$ cat src/rtl/alu_issue_stage.sv
// alu_issue_stage: decode-to-execute register that builds the ALU operand bundle.
// Each source operand is forwarded from EX and WB. A load sitting in EX makes a
// dependent instruction wait for one cycle, because a load result cannot be
// forwarded from ex_result; its value reaches this stage later through wb_*.
module alu_issue_stage #(
    parameter int XLEN = 32,
    parameter int FUNW = 4,
    parameter int REGW = 5
) (
    input  logic            clk,
    input  logic            reset,
    input  logic            flush,
    input  logic            in_valid,
    output logic            in_ready,
    input  logic [XLEN-1:0] in_pc,
    input  logic [XLEN-1:0] in_imm,
    input  logic [REGW-1:0] in_rs1,
    input  logic [REGW-1:0] in_rs2,
    input  logic [XLEN-1:0] in_rs1_data,
    input  logic [XLEN-1:0] in_rs2_data,
    input  logic            in_use_rs1,
    input  logic            in_use_rs2,
    input  logic            in_op1_sel,
    input  logic            in_op2_sel,
    input  logic [FUNW-1:0] in_fun,
    input  logic [REGW-1:0] in_rd,
    input  logic            in_wen,
    input  logic            in_is_load,
    input  logic [XLEN-1:0] ex_result,
    input  logic            wb_valid,
    input  logic [REGW-1:0] wb_rd,
    input  logic [XLEN-1:0] wb_data,
    output logic            out_valid,
    input  logic            out_ready,
    output logic [XLEN-1:0] out_op1,
    output logic [XLEN-1:0] out_op2,
    output logic [FUNW-1:0] out_fun,
    output logic [REGW-1:0] out_rd,
    output logic            out_wen,
    output logic            out_is_load,
    output logic [31:0]     stall_count
);

    logic            out_valid_q,   out_valid_d;
    logic [XLEN-1:0] out_op1_q,     out_op1_d;
    logic [XLEN-1:0] out_op2_q,     out_op2_d;
    logic [FUNW-1:0] out_fun_q,     out_fun_d;
    logic [REGW-1:0] out_rd_q,      out_rd_d;
    logic            out_wen_q,     out_wen_d;
    logic            out_is_load_q, out_is_load_d;
    logic [31:0]     stall_count_q, stall_count_d;

    logic            ex_fwd_ok;
    logic            load_in_ex;
    logic            hazard;
    logic            advance;
    logic            accept;
    logic [XLEN-1:0] rs1_val;
    logic [XLEN-1:0] rs2_val;

    // The held instruction can forward only if it is a valid non-load that writes a register
    assign ex_fwd_ok  = out_valid_q & out_wen_q & ~out_is_load_q;
    assign load_in_ex = out_valid_q & out_is_load_q & out_wen_q & (out_rd_q != '0);

    // Operand resolution: x0 is always zero, EX has priority over WB, otherwise use the regfile
    always_comb begin
        rs1_val = in_rs1_data;
        if (in_rs1 == '0) begin
            rs1_val = '0;
        end else if (ex_fwd_ok && (out_rd_q == in_rs1)) begin
            rs1_val = ex_result;
        end else if (wb_valid && (wb_rd == in_rs1)) begin
            rs1_val = wb_data;
        end

        rs2_val = in_rs2_data;
        if (in_rs2 == '0) begin
            rs2_val = '0;
        end else if (ex_fwd_ok && (out_rd_q == in_rs2)) begin
            rs2_val = ex_result;
        end else if (wb_valid && (wb_rd == in_rs2)) begin
            rs2_val = wb_data;
        end
    end

    assign hazard   = load_in_ex & in_valid &
                      ((in_use_rs1 & (in_rs1 == out_rd_q)) |
                       (in_use_rs2 & (in_rs2 == out_rd_q)));
    assign advance  = ~out_valid_q | out_ready;
    assign in_ready = advance & ~hazard & ~flush & ~reset;
    assign accept   = in_valid & in_ready;

    // Next bundle: a flush kills the held instruction, a hazard inserts a bubble, backpressure holds the bundle
    always_comb begin
        out_valid_d   = out_valid_q;
        out_op1_d     = out_op1_q;
        out_op2_d     = out_op2_q;
        out_fun_d     = out_fun_q;
        out_rd_d      = out_rd_q;
        out_wen_d     = out_wen_q;
        out_is_load_d = out_is_load_q;
        stall_count_d = stall_count_q;

        if (flush) begin
            out_valid_d = 1'b0;
        end else if (advance) begin
            if (hazard) begin
                out_valid_d = 1'b0;
                if (stall_count_q != '1) begin
                    stall_count_d = stall_count_q + 32'd1;
                end
            end else if (accept) begin
                out_valid_d   = 1'b1;
                out_op1_d     = in_op1_sel ? in_pc  : rs1_val;
                out_op2_d     = in_op2_sel ? in_imm : rs2_val;
                out_fun_d     = in_fun;
                out_rd_d      = in_rd;
                out_wen_d     = in_wen;
                out_is_load_d = in_is_load;
            end else begin
                out_valid_d = 1'b0;
            end
        end
    end

    // State registers with synchronous reset
    always_ff @(posedge clk) begin
        if (reset) begin
            out_valid_q   <= 1'b0;
            out_op1_q     <= '0;
            out_op2_q     <= '0;
            out_fun_q     <= '0;
            out_rd_q      <= '0;
            out_wen_q     <= 1'b0;
            out_is_load_q <= 1'b0;
            stall_count_q <= '0;
        end else begin
            out_valid_q   <= out_valid_d;
            out_op1_q     <= out_op1_d;
            out_op2_q     <= out_op2_d;
            out_fun_q     <= out_fun_d;
            out_rd_q      <= out_rd_d;
            out_wen_q     <= out_wen_d;
            out_is_load_q <= out_is_load_d;
            stall_count_q <= stall_count_d;
        end
    end

    assign out_valid   = out_valid_q;
    assign out_op1     = out_op1_q;
    assign out_op2     = out_op2_q;
    assign out_fun     = out_fun_q;
    assign out_rd      = out_rd_q;
    assign out_wen     = out_wen_q;
    assign out_is_load = out_is_load_q;
    assign stall_count = stall_count_q;

endmodule
$ cat config.mk
export PLATFORM = sky130hd
export DESIGN_NAME = alu_issue_stage
export DESIGN_NICKNAME = d
export VERILOG_FILES = /design/src/rtl/alu_issue_stage.sv
export SDC_FILE = /design/constraint.sdc
export NUM_CORES = 1
export LEC_CHECK = 0
export ABC_AREA = 1
export CAP_MARGIN = 20
export CORE_AREA = 2 2 131 133
export DETAILED_ROUTE_END_ITERATION = 6
export DIE_AREA = 0 0 133 135
export DONT_BUFFER_PORTS = 1
export PLACE_DENSITY_LB_ADDON = 0.08
export SKIP_LAST_GASP = 1
export SLEW_MARGIN = 25
export SYNTH_ARGS = -nofsm -noshare
export SYNTH_HDL_FRONTEND = slang
export SYNTH_SLANG_ARGS = --single-unit
$ cat constraint.sdc
create_clock -name clk -period 4.7 [get_ports clk]
set_input_delay 1.175 -clock clk [delete_from_list [all_inputs] [get_ports clk]]
set_output_delay 1.175 -clock clk [all_outputs]
set_load 0.05 [all_outputs]
==> qor.csv <==
metric,value,unit
netlist_area,8150,sq um
max_cap_violations,0,
rsz0062_at_grt,no,
place.port_buffers,0,
dr.pass1.iters,6,
end_kind,output port,
vias,8894,
nets,1682,
core,16400,sq um
worst_slew_pin_slew,1030,ps
cts-root-buf,clkbuf_16,
cts.sinks,108,
layout.cells.most_common_list,"nand2_1, nor2_1, nand3_1",
die_area,18000,sq um
dr.first_iter.drc_count,677,
slew_violations,0,
syn_nets,1741,
antenna_found_initial,0,
crit_path_max_fanout,7,
routedWlPerCell,17.4,um
area_growth,3.47,%
stdcell_area,8430,sq um
cts_tree,done,
crit_end,in_ready,
synth_compound_area_share,2.56,%
grt_max_degree,91,
worstPathArrival,2230,ps
critPathLaunch,out_rd[3],
reg2reg_to,out_op2[31],
antenna_cells,0,
leakagePower,4.35,nW
placed_cells,1662,
grt_pass1_vias,8161,
gp_congestion,0.911,
skew,11.5,ps
synth-seq-cells,108,
grt_overflow,0,
worst_setup_path_start_kind,register,
cts_setup_buffers,0,
hpwl,22.0,mm
synth_top_family_by_area,simple AND/OR/NAND/NOR gates,
reg2reg_from,out_rd[3],
clkTransAtPathRegs,60,ps
setup_viol_count_final,0,
ir_worst_vdd,171,uV
max_slew_margin,30.7,%
htreeDepth,3,
pin_count,337,
die_y,135,um
yosys.area_share.simple,54.8,%
yosysWarningCount,0,
drive_gt1_share,3.43,%
hold_buffers,0,
reg2reg_depth,14,
synth_adder_area_share,0.153,%
start_util,49.7,%
rows,47,
placed_cell_area,8170,sq um
final_common_cell,nand2_1,
syn_inst,1512,
grt_first_pass_wirelength,45.1,mm
routed_wirelength,29.2,mm
synth.area.mux_share,0,%
clk_latency,350,ps
async_reset_ff_share,0,%
required,3520,ps
powerDensity,257,nW/um^2
synth_seq_area_share,26.5,%
final_cells,1677,
r2r_slack,1750,ps
clockBufferDepth,2,
synth.avg_cell_area,5.39,sq um
synth_edf_count,0,
cts_buffers,9,
ys_types,33,
whs,756,ps
fin_crit_sh,72.3,%
grt_usage,31.7,%
setup_tns,0,ps
path_class,register to output port,
status,finished clean,
fin_crit,3400,ps
cts_resized,0,
finalHoldViolCount,0,
hold_class,register to register,
drcViolationCount,0,
final_util,51.4,%
synth-xor-area-share,1.93,%
fmax,294,MHz
ant_nets,0,
die_w,133,um
routed_via_density,5.30,
synth_flop_cell,dfxtp_1,
[cell usage after synthesis (2+ instances only)]
cell	count	area share, %
a21oi_1	32	2.0
a31o_2	2	0.21
buf_1	9	0.41
buf_2	18	1.1
buf_6	10	1.4
clkbuf_1	48	2.2
dfxtp_1	108	27
inv_1	189	8.7
inv_2	3	0.14
nand2_1	560	26
nand2_2	3	0.23
nand3_1	216	13
nand4_1	40	3.1
nor2_1	222	10
nor2_4	3	0.41
nor3_1	15	0.92
o21ai_0	2	0.12
xnor2_1	8	0.86
xor2_1	10	1.1
[worst max-delay path: stages (launching register included)]
cell and delay (ps):
dfxtp_1 750, inv_1 230, nand2_1 110, nand2_1 50, nor2_1 120, nand4_1 140, nand2_2 190, a21boi_1 90
buf_4 190
[flip-flops by register name, summed over array words and instances, names as in the netlist]
register,flops
out_rd,5
out_op1,32
out_wen,1
out_fun,4
out_is_load,1
out_valid,1
out_op2,32
stall_count,32
[routing by layer]
metal	GRT usage, %	share of wire [%]	vias up	wire [um]
met5	0	0	-	0
met4	13.6	3.7	0	1090
met3	9.83	11	68	3250
met2	49.1	44	429	12800
met1	40.9	41	3867	12000
li1	-	-	4530	-
[power by group]
part / internal [mW] / switching [mW] / total, mW
clock: 0.372 / 0.360 / 0.732
combinational: 0.112 / 0.225 / 0.338
sequential: 0.949 / 0.148 / 1.10
total: 1.43 / 0.734 / 2.17
[layout make-up]
| class | instances | area (sq um) |
|---|---|---|
| sequential | 108 | 2160 |
| multi-input combinational | 1126 | 4870 |
| clock inverter | 4 | 26.3 |
| fill | 1785 | 7970 |
| timing repair buffer | 16 | 133 |
| clock buffer | 11 | 243 |
| tap | 220 | 275 |
| inverter | 192 | 722 |
[cells by family after synthesis]
logic type / count (synthesis)
flops: 108
simple gates: 1068
buf+inv: 278
xor+xnor: 18
compound gates: 39
fa+ha+maj: 1
[how the worst min path moves through the flow]
stage	from	end	slack (ps)	depth (start not counted)
after global placement	out_fun[0]	out_fun[0]	740	4
after detailed placement	out_fun[0]	out_fun[0]	750	4
after CTS	out_fun[0]	out_fun[0]	760	4
final	out_fun[1]	out_fun[1]	760	4
after global routing	out_op2[15]	out_op2[15]	780	4
after floorplan	stall_count[25]	stall_count[25]	710	2
[stage by stage]
stage	setup slack, ps	power (mW)
after floorplan	663	1.38
after global placement	1460	1.45
after detailed placement	1450	1.45
after CTS	1320	2.17
after global routing	1180	2.26
final	1300	2.17
(Power assumes the default switching activity.)
